**config.mk**
```make
export PLATFORM = sky130hd
export DESIGN_NAME = fetch_queue
export DESIGN_NICKNAME = d
export VERILOG_FILES = /design/src/rtl/fetch_queue.sv
export SDC_FILE = /design/constraint.sdc
export NUM_CORES = 1
export LEC_CHECK = 0
export CORE_MARGIN = 5
export CORE_UTILIZATION = 35
export CTS_BUF_LIST = sky130_fd_sc_hd__clkbuf_4 sky130_fd_sc_hd__clkbuf_8
export CTS_CLUSTER_SIZE = 24
export DETAILED_ROUTE_END_ITERATION = 10
export SYNTH_ARGS = -nofsm -noshare
export SYNTH_HDL_FRONTEND = slang
export SYNTH_SLANG_ARGS = --single-unit
```
**constraint.sdc**
```tcl
create_clock -name clk -period 4.3 [get_ports clk]
set_input_delay 1.075 -clock clk [delete_from_list [all_inputs] [get_ports clk]]
set_output_delay 1.075 -clock clk [all_outputs]
set_load 0.01 [all_outputs]
```
**src/rtl/fetch_queue.sv**
```systemverilog
// IF->ID instruction fetch queue: DEPTH-entry circular FIFO with valid/allow handshake,
// single-cycle flush and an optional zero-latency bypass when empty.
module fetch_queue #(
  parameter int DATA_W = 64,
  parameter int DEPTH  = 4,
  parameter bit BYPASS = 1'b1
) (
  input  logic                     clk,
  input  logic                     resetn,
  input  logic                     flush,
  input  logic                     in_valid,
  input  logic [DATA_W-1:0]        in_data,
  output logic                     in_allow,
  output logic                     out_valid,
  output logic [DATA_W-1:0]        out_data,
  input  logic                     out_allow,
  output logic [$clog2(DEPTH):0]   count,
  output logic                     full,
  output logic                     empty
);

  localparam int PW = $clog2(DEPTH);
  localparam int CW = PW + 1;

  logic [DATA_W-1:0] mem [DEPTH];
  logic [PW-1:0]     rp;
  logic [PW-1:0]     wp;
  logic [CW-1:0]     count_q;

  logic bypass_sel;
  logic push;
  logic pop;
  logic pass_thru;
  logic wr_en;
  logic rd_en;

  assign count = count_q;
  assign full  = (count_q == CW'(DEPTH));
  assign empty = (count_q == '0);

  assign bypass_sel = BYPASS && empty;

  // in_allow deliberately ignores out_allow so ID never reaches back into IF combinationally.
  assign in_allow  = resetn && !flush && !full;
  assign out_valid = resetn && !flush && (!empty || (bypass_sel && in_valid));
  assign out_data  = bypass_sel ? in_data : mem[rp];

  assign push      = in_valid && in_allow;
  assign pop       = out_valid && out_allow && !flush;
  assign pass_thru = bypass_sel && push && pop;
  assign wr_en     = push && !pass_thru;
  assign rd_en     = pop && !empty;

  always_ff @(posedge clk) begin
    if (wr_en) begin
      mem[wp] <= in_data;
    end
  end

  always_ff @(posedge clk or negedge resetn) begin
    if (!resetn) begin
      rp      <= '0;
      wp      <= '0;
      count_q <= '0;
    end else if (flush) begin
      rp      <= '0;
      wp      <= '0;
      count_q <= '0;
    end else begin
      if (wr_en) begin
        wp <= wp + PW'(1);
      end
      if (rd_en) begin
        rp <= rp + PW'(1);
      end
      case ({wr_en, rd_en})
        2'b10:   count_q <= count_q + CW'(1);
        2'b01:   count_q <= count_q - CW'(1);
        default: count_q <= count_q;
      endcase
    end
  end

endmodule

```
# [Word-level counts from Yosys, hierarchy flattened]
# Memory sizes are Yosys's and may differ from the RTL's.
# Index checks and enable logic that the tools add are counted.
[totals] register_bits=7 ram_bits=256 inputBits=69 n_memories=1
[mem_list] memory="mem" words=4 width=64 rd=1 rd_ports_with_merged_regs=0 wr=1 line_no="25" text="logic [DATA_W-1:0] mem [DEPTH];"
[classes] addsub=4 eq_ne=3 mux=9 reduce_logical=20
[ops] operator="64-bit 2-to-1 mux" n=1
[ops] operator="1-bit logical AND" n=11
[ops] operator="2-bit 2-to-1 mux" n=4
[ops] operator="3-bit one-hot mux with 2 select lines" n=1
[ops] operator="2-bit by 1-bit adder with 2-bit output, second input constant" n=2
[ops] operator="1-bit zero test" n=4
[ops] operator="2-bit nonzero test" n=2
[ops] operator="3-bit by 1-bit adder with 3-bit output, second input constant" n=1
[ops] operator="3-bit == test, second input constant" n=1
[ops] operator="3-bit zero test" n=1
[ops] operator="3-bit 2-to-1 mux" n=1
[ops] operator="3-bit nonzero test" n=1
[ops] operator="3-bit by 1-bit subtractor with 3-bit output, second input constant" n=1
[ops] operator="2-bit by 1-bit == test with 1-bit output, second input constant" n=1
[ops] operator="2-bit == test, second input constant" n=1
[ops] operator="1-bit 2-to-1 mux" n=2
[ops] operator="1-bit logical OR" n=1

# [Longest topological paths before layout]
# Gate-level depths: netlist of run 1.
[depth] ltp_word=12 ltp_mapped=10

# [Worst setup path after synthesis of run 1]
# OpenSTA, ideal clock, no wires.
[synth_timing] kind="input to register" startpoint="input flush" endpoint="memory mem[0][0], enable pin" arrival_time_ns=3.140 path_slack_ns=0.731 stages=4 n_path_buf=1 cell_sequence="clkbuf_1 nand2b_1 nor2_1 and2_1"
[synth_via] elab_chain_cells=10 word_cells_on_any_way=13 cone_classes="mux (2); reduce/logical (11)"
[synth_rtl] element="from (decl)" line_no="10" text="input logic flush,"
[synth_rtl] element="1-bit zero test *" line_no="44, 45, 49"
[synth_rtl] element="1-bit logical AND" line_no="44, 45"
[synth_rtl] element="1-bit logical AND, on equally long branches" line_no="44, 45"
[synth_rtl] element="1-bit logical AND, on equally long branches" line_no="48, 49"
[synth_rtl] element="1-bit logical AND, on equally long branches" line_no="50, 49"
[synth_rtl] element="1-bit logical AND" line_no="50" text="assign pass_thru = bypass_sel && push && pop;"
[synth_rtl] element="1-bit zero test" line_no="51" text="assign wr_en = push && !pass_thru;"
[synth_rtl] element="1-bit logical AND *" line_no="51"
[synth_rtl] element="1-bit 2-to-1 mux *" line_no="55" text="if (wr_en) begin"
[synth_rtl] element="1-bit 2-to-1 mux (not written as such) *" line_no="56" text="mem[wp] <= in_data;"
[synth_rtl] element="to (decl)" line_no="25"
# Every way passes the cells marked *; elsewhere a longest branch is shown, timed or not.

# [Final worst setup path of run 1]
[layout_timing] startpoint="register count_q[1] (netlist: count[1])" endpoint="output out_data[2]"
[layout_via] elab_chain_cells=2
[layout_rtl] element="from (decl)" line_no="28" text="logic [CW-1:0] count_q;"
[layout_rtl] element="from (signal assigned)" line_no="77" text="2'b10: count_q <= count_q + CW'(1);"
[layout_rtl] element="from (signal assigned)" line_no="78" text="2'b01: count_q <= count_q - CW'(1);"
[layout_rtl] element="from (signal assigned)" line_no="79" text="default: count_q <= count_q;"
[layout_rtl] element="3-bit zero test" line_no="39" text="assign empty = (count_q == '0);"
[layout_rtl] element="64-bit 2-to-1 mux" line_no="46" text="assign out_data = bypass_sel ? in_data : mem[rp];"
[layout_rtl] element="to (decl)" line_no="15" text="output logic [DATA_W-1:0] out_data,"
# Every way passes these cells.

==> run metrics, run 1 <==
outcome completed; via count 5,686; first-pass GRT wire length 34.3 mm; top post-synthesis cells by area edfxtp_1, mux4_2, nand2_1; synthesized area 0.0105 sq mm; Startpoint Class flop; area delta synth->final 26.6%; Synth area leader edfxtp_1; number of synthesized flops with an enable pin 256; Synth cell types 35; hold_buf cts 0; I/O pin total 140; Reg area 0.00787 sq mm; Global Route Usage Sum 13.0%; flops & latches, synth 263; kind of end point of the critical path output pin; Final Wtd Congestion 0.715; Synth warnings 0; Synth Net Count 680; Max FO, Critical Path 26; initial antenna violation count 0; initial DRC count 296; Setup Buffers After CTS 0; Pwr Density 492 mW/mm^2; DRT Pass-1 Iters 4; Final period util 92.3%; WP data arrival 2.89 ns; number of fill cells 2,667; Layout Skew 0.0108 ns; Max VDD drop 0.308 mV; Worst Slack Setup Final 0.332 ns; Clock Sinks 263; IO buf count 139; headroom to the max-slew limit 43.6%; Die X 183 um; vias in the first global route 6,166; Post-Layout Cell Count 1,197; Root Driver clkbuf_8; Starting Density 35.5%; Avg WL per Cell 18.2 um; multi-input logic area 0.00253 sq mm; Remaining DRCs 0; layout cell share with drive strength beyond 1 19.2%; most common cell in the synthesized netlist edfxtp_1; post-synth top area share 73.0%; Hold Crit Class reg -> reg; total negative slack 0 ns; Worst EP required 3.22 ns; Async SR Flop Fraction 2.66%; drt via density 4.75; f_max 0.252 GHz; minimum clock period 3.97 ns; Setup Crit Path Kind reg -> out; antenna cells 0; CTS tree done; Final Hold Fails 0; die height 183 um; core footprint 0.0296 sq mm; worst skew pair latency 0.53 ns; Max Slew Vio Count 0; main flop type after synthesis edfxtp_1; MaxCap Viol Count 0; Final ANT Viol Nets 0; hpwl dp 12.6 mm; Routed WL 21.7 mm; PostCTS Resize Cnt 0; Post-Place Cells 1,119; Post-Syn Instances 606; RSZ-0062 raised after global routing no; syn_area_per_cell 17.4 sq um; Placed Area 0.0125 sq mm; dpl ws 0.721 ns; Seq/Total Area, Yosys 74.7%; largest net degree at the start of global routing 68; cts bufs inserted 44; synth cell count leaders edfxtp_1, nand2_1, mux4_2, clkbuf_1, nor2_1; Final nets 849; Setup-failing EPs final 0; H-tree depth 2; Fin Hold WS 0.607 ns; clk slew on worst S/H paths 0.06 ns; worst slew pin tran 0.847 ns; FP Rows 63; die area 0.0337 sq mm; Leak Pwr 0.00454 uW; Clock Path Buffers 3; Remaining Overflow, GRT 0; Final Instance Area 0.0133 sq mm
cell families after synthesis:
logic type	after synthesis	share of synthesized area, %
adder cells (fa/ha/maj)	5	0.666
XOR/XNOR	5	0.416
buffers and inverters	37	1.38
multiplexers	65	13.8
AND/OR/NAND/NOR	221	8.37
AO/OA/AOI/OAI	10	0.713
flip-flops	263	74.7
stage by stage:
| stage | util, % | total power, uW |
|---|---|---|
| 6_report | 45.0 | 6560 |
| 5_1_grt | 45.0 | 6910 |
| 4_1_cts | 45.0 | 6700 |
| 3_5_place_dp | 42.2 | 4580 |
| 3_3_place_gp | 42.2 | 4580 |
| 2_1_floorplan | - | 3710 |
flip-flops by register name, indices dropped and copies added, names as in the netlist:
name	cells
mem	256
rp	2
wp	2
count	3
power by group:
part           internal, uW  total, uW  switching, uW
clock network          1140       2070            936
logic                   792       1600            808
registers              2860       2890           26.7
total                  4790       6560           1770
layout by cell type (no fill, tap or decap), types with 2 or more instances in the layout:
| master | netlist | layout |
|---|---|---|
| inv_1 | 5 | 5 |
| ha_1 | 4 | 4 |
| and2_4 | 0 | 4 |
| mux4_2 | 64 | 64 |
| o21ai_0 | 2 | 2 |
| clkinv_2 | 0 | 6 |
| xor2_1 | 3 | 3 |
| nand2_1 | 193 | 193 |
| edfxtp_1 | 256 | 256 |
| nor2_1 | 12 | 12 |
| clkinvlp_4 | 0 | 2 |
| nor3_1 | 2 | 2 |
| xnor2_1 | 2 | 2 |
| clkbuf_8 | 0 | 45 |
| clkbuf_4 | 0 | 12 |
| dfrtp_1 | 7 | 5 |
| or3_2 | 1 | 2 |
| buf_12 | 0 | 7 |
| clkinv_1 | 0 | 12 |
| clkdlybuf4s50_1 | 0 | 139 |
| dfrtp_4 | 0 | 2 |
| nand2b_1 | 2 | 2 |
| buf_4 | 0 | 8 |
final cells by class:
type / count / area share [%]
Multi-Input combinational cell: 306 / 19.0
Clock inverter: 21 / 0.901
Timing Repair Buffer: 154 / 11.9
Clock buffer: 57 / 5.32
Tap cell: 390 / 3.66
Inverter: 6 / 0.169
Sequential cell: 263 / 59.0
worst max-delay path: stages, from the launching register on:
cell and delay [ns]:
dfrtp_1 0.48, or3_2 0.53, inv_2 0.30, buf_4 0.35, nand2_1 0.10, nand2_1 0.06, clkdlybuf4s50_1 0.53
per-layer routing:
layer / GRT usage (%) / part of all wire (%) / routed length, um / up-vias
met5: 0 / 0 / 0 / -
met4: 3.75 / 1.9 / 423 / 0
met3: 3.01 / 5.0 / 1100 / 49
met2: 22.4 / 51 / 11000 / 140
met1: 16.3 / 42 / 9230 / 2846
li1: - / - / - / 2651
worst paths after layout:
path / slack (ns) / start / to / cells past startpoint
worst max-delay path: 0.33 / count[1]$_DFFE_PN0P_ / out_data[2] / 6
worst min-delay path: 0.61 / wp[1]$_DFFE_PN0P_ / wp[1]$_DFFE_PN0P_ / 2
worst max register to register: 1.17 / count[1]$_DFFE_PN0P_ / count[2]$_DFFE_PN0P_ / 9
worst min register to register: 0.61 / wp[1]$_DFFE_PN0P_ / wp[1]$_DFFE_PN0P_ / 2
max in group asynchronous: 3.12 / resetn / rp[0]$_DFFE_PN0P_ / 2
min in group asynchronous: 0.79 / resetn / count[0]$_DFFE_PN0P_ / 1
(Power assumes the default switching activity.)
==> run 2: changes to the inputs <==
--- a/config.mk
+++ b/config.mk
@@ -13,3 +13,4 @@
 export SYNTH_ARGS = -nofsm -noshare
 export SYNTH_HDL_FRONTEND = slang
 export SYNTH_SLANG_ARGS = --single-unit
+export TNS_END_PERCENT = 5
==> results of run 2 <==
Same layout as run 1: the final DEF is identical, and so are final timing and power.
==> run 3: changes to the inputs <==
--- a/config.mk
+++ b/config.mk
@@ -6,10 +6,11 @@
 export NUM_CORES = 1
 export LEC_CHECK = 0
 export CORE_MARGIN = 5
-export CORE_UTILIZATION = 35
+export CORE_UTILIZATION = 47
 export CTS_BUF_LIST = sky130_fd_sc_hd__clkbuf_4 sky130_fd_sc_hd__clkbuf_8
 export CTS_CLUSTER_SIZE = 24
 export DETAILED_ROUTE_END_ITERATION = 10
+export PLACE_DENSITY = 0.7
 export SYNTH_ARGS = -nofsm -noshare
 export SYNTH_HDL_FRONTEND = slang
 export SYNTH_SLANG_ARGS = --single-unit
==> constraint.sdc (replaced) <==
create_clock -name clk -period 4.69 [get_ports clk]
set_input_delay 1.1725 -clock clk [delete_from_list [all_inputs] [get_ports clk]]
set_output_delay 1.1725 -clock clk [all_outputs]
set_load 0.01 [all_outputs]
==> run metrics, run 3 (same netlist as run 1, synthesis figures left out) <==
outcome completed (unchanged); worst slew pin tran 1.03 ns (was 0.847 ns); Layout Skew 0.0115 ns (was 0.0108 ns); clk slew on worst S/H paths 0.06 ns (about the same); total negative slack 0 ns (unchanged); number of fill cells 1,634 (was 2,667); CP most frequent cell nand2_1 (unchanged); headroom to the max-slew limit 31.5% (was 43.6%); minimum clock period 4.25 ns; Global Route Usage Sum 16.7% (was 13.0%); hold endpoint wp[1]$_DFFE_PN0P_ (unchanged); core footprint 0.0220 sq mm (was 0.0296 sq mm); Pwr Density 457 mW/mm^2 (was 492 mW/mm^2); Setup-failing EPs final 0 (unchanged); die height 160 um (was 183 um); via count 5,751 (was 5,686); Setup Buffers After CTS 0 (unchanged); CTS tree done (unchanged); MaxCap Viol Count 0 (unchanged); DRT Pass-1 Iters 5 (was 4); largest net degree at the start of global routing 68 (unchanged); Routed WL 21.4 mm (was 21.7 mm); Die X 160 um (was 183 um); worst skew pair latency 0.52 ns (was 0.53 ns); HP Start wp[1]$_DFFE_PN0P_ (unchanged); Leak Pwr 0.00451 uW (was 0.00454 uW); kind of end point of the critical path output pin (unchanged); layout cell share with drive strength beyond 1 18.5% (was 19.2%); Final Hold Fails 0 (unchanged); Setup Crit Path Kind reg -> out (unchanged); most common cell after layout, fill and taps aside edfxtp_1 (unchanged); Worst R2R Setup Slack 1.02 ns (was 1.17 ns); Hold Crit Class reg -> reg (unchanged); Worst R2R Start count[0]$_DFFE_PN0P_ (was count[1]$_DFFE_PN0P_); IO buf count 139 (unchanged); Remaining DRCs 0 (unchanged); dpl ws 0.703 ns (was 0.721 ns); PostCTS Resize Cnt 0 (unchanged); initial antenna violation count 0 (unchanged); CP cell instances or3_2, inv_2, buf_12, nand2_1, nand2_1, clkdlybuf4s50_1 (was or3_2, inv_2, buf_4, nand2_1, nand2_1, clkdlybuf4s50_1); Max Slew Vio Count 0 (unchanged); Max stage delay cell, worst path clkdlybuf4s50_1 (was or3_2); I/O pin total 140 (unchanged); Worst Slack Setup Final 0.436 ns (was 0.332 ns); Final period util 90.7%; most frequent cells in the layout edfxtp_1, nand2_1, clkdlybuf4s50_1, mux4_2, clkbuf_8 (unchanged); antenna cells 0 (unchanged); first-pass GRT wire length 33.7 mm (was 34.3 mm); RSZ-0062 raised after global routing no (unchanged); largest register by flop count mem (unchanged); Starting Density 47.9% (was 35.5%); Final Wtd Congestion 0.685 (was 0.715); cts bufs inserted 43 (was 44); Clock Path Buffers 3 (unchanged); FP Rows 54 (was 63); Worst EP required 3.52 ns (was 3.22 ns); Reg2Reg Depth 10 (was 9); Avg WL per Cell 19.9 um (was 18.2 um); Max VDD drop 0.314 mV (was 0.308 mV); Remaining Overflow, GRT 0 (unchanged); f_max 0.235 GHz; hold_buf cts 0 (unchanged); max reg flops 256 (unchanged); die area 0.0255 sq mm (was 0.0337 sq mm); Root Driver clkbuf_8 (unchanged); hold path depth 2 (unchanged); Pwr Total 6010 uW (was 6560 uW); Reg2Reg Capture Point count[2]$_DFFE_PN0P_ (unchanged); initial DRC count 411 (was 296); hpwl dp 12.4 mm (was 12.6 mm); Max FO, Critical Path 39 (was 26); vias in the first global route 6,269 (was 6,166); Clock Sinks 263 (unchanged); Final nets 841 (was 849); WP data arrival 3.08 ns (was 2.89 ns); Final ANT Viol Nets 0 (unchanged); Largest stage delay, worst path 0.55 ns (was 0.53 ns); Startpoint Class flop (unchanged); drt via density 5.34 (was 4.75); area delta synth->final 24.7% (was 26.6%); H-tree depth 2 (unchanged)
run 3: changes by cell type in the layout (fill, tap and decap cells not counted):
cell        delta
clkbuf_8       +2
clkinv_2       -2
clkinv_1       -3
clkbuf_4       +1
buf_12         -1
clkinvlp_4     -2
buf_4          -6
run 3: worst max path at each step:
stage                              start             endpoint
detailed placement                resetn            out_valid
finish              count[0]$_DFFE_PN0P_          out_data[1]
CTS                 count[0]$_DFFE_PN0P_          out_data[1]
global route        count[0]$_DFFE_PN0P_         out_data[25]
global placement                  resetn            out_valid
floorplan                          flush  mem[0][0]$_DFFE_PP_
run 3: metal layers:
layer,routed length (um),GRT usage [%],vias up
met5,0,0,-
met4,323,4.97,0
met3,1290,3.84,30
met2,10900,29.0,184
met1,8860,21.3,2915
li1,-,-,2622
run 3: where the power goes:
group / total (uW) / internal, uW / switching [uW]
Clock: 1890 / 1070 / 817
Sequential: 2660 / 2620 / 38.0
Combinational: 1460 / 720 / 737
run 3: cell type report:
class	instances	area [sq um]	area share, %
sequential	263	7870	59.9
multi-input combinational	306	2530	19.3
timing repair buffer	147	1530	11.6
clock buffer	60	744	5.67
tap	280	350	2.67
clock inverter	14	83.8	0.638
inverter	6	22.5	0.172
run 3: stage by stage:
stage                     util, %  hold WS, ns  instances  instance area, sq um
after floorplan                 -        0.542        606                 10500
after global placement       56.0        0.570       1002                 12300
after detailed placement     56.0        0.613       1002                 12300
after CTS                    59.8        0.626       1076                 13100
after global routing         59.8        0.670       1076                 13100
final                        59.8        0.622       1076                 13100
run 3: worst max-delay path: cells and delay by family, from the launching register on:
kind                   cells  cell delay (ns)
buffers and inverters      3             1.32
AND/OR/NAND/NOR            3             0.72
flip-flops                 1             0.50
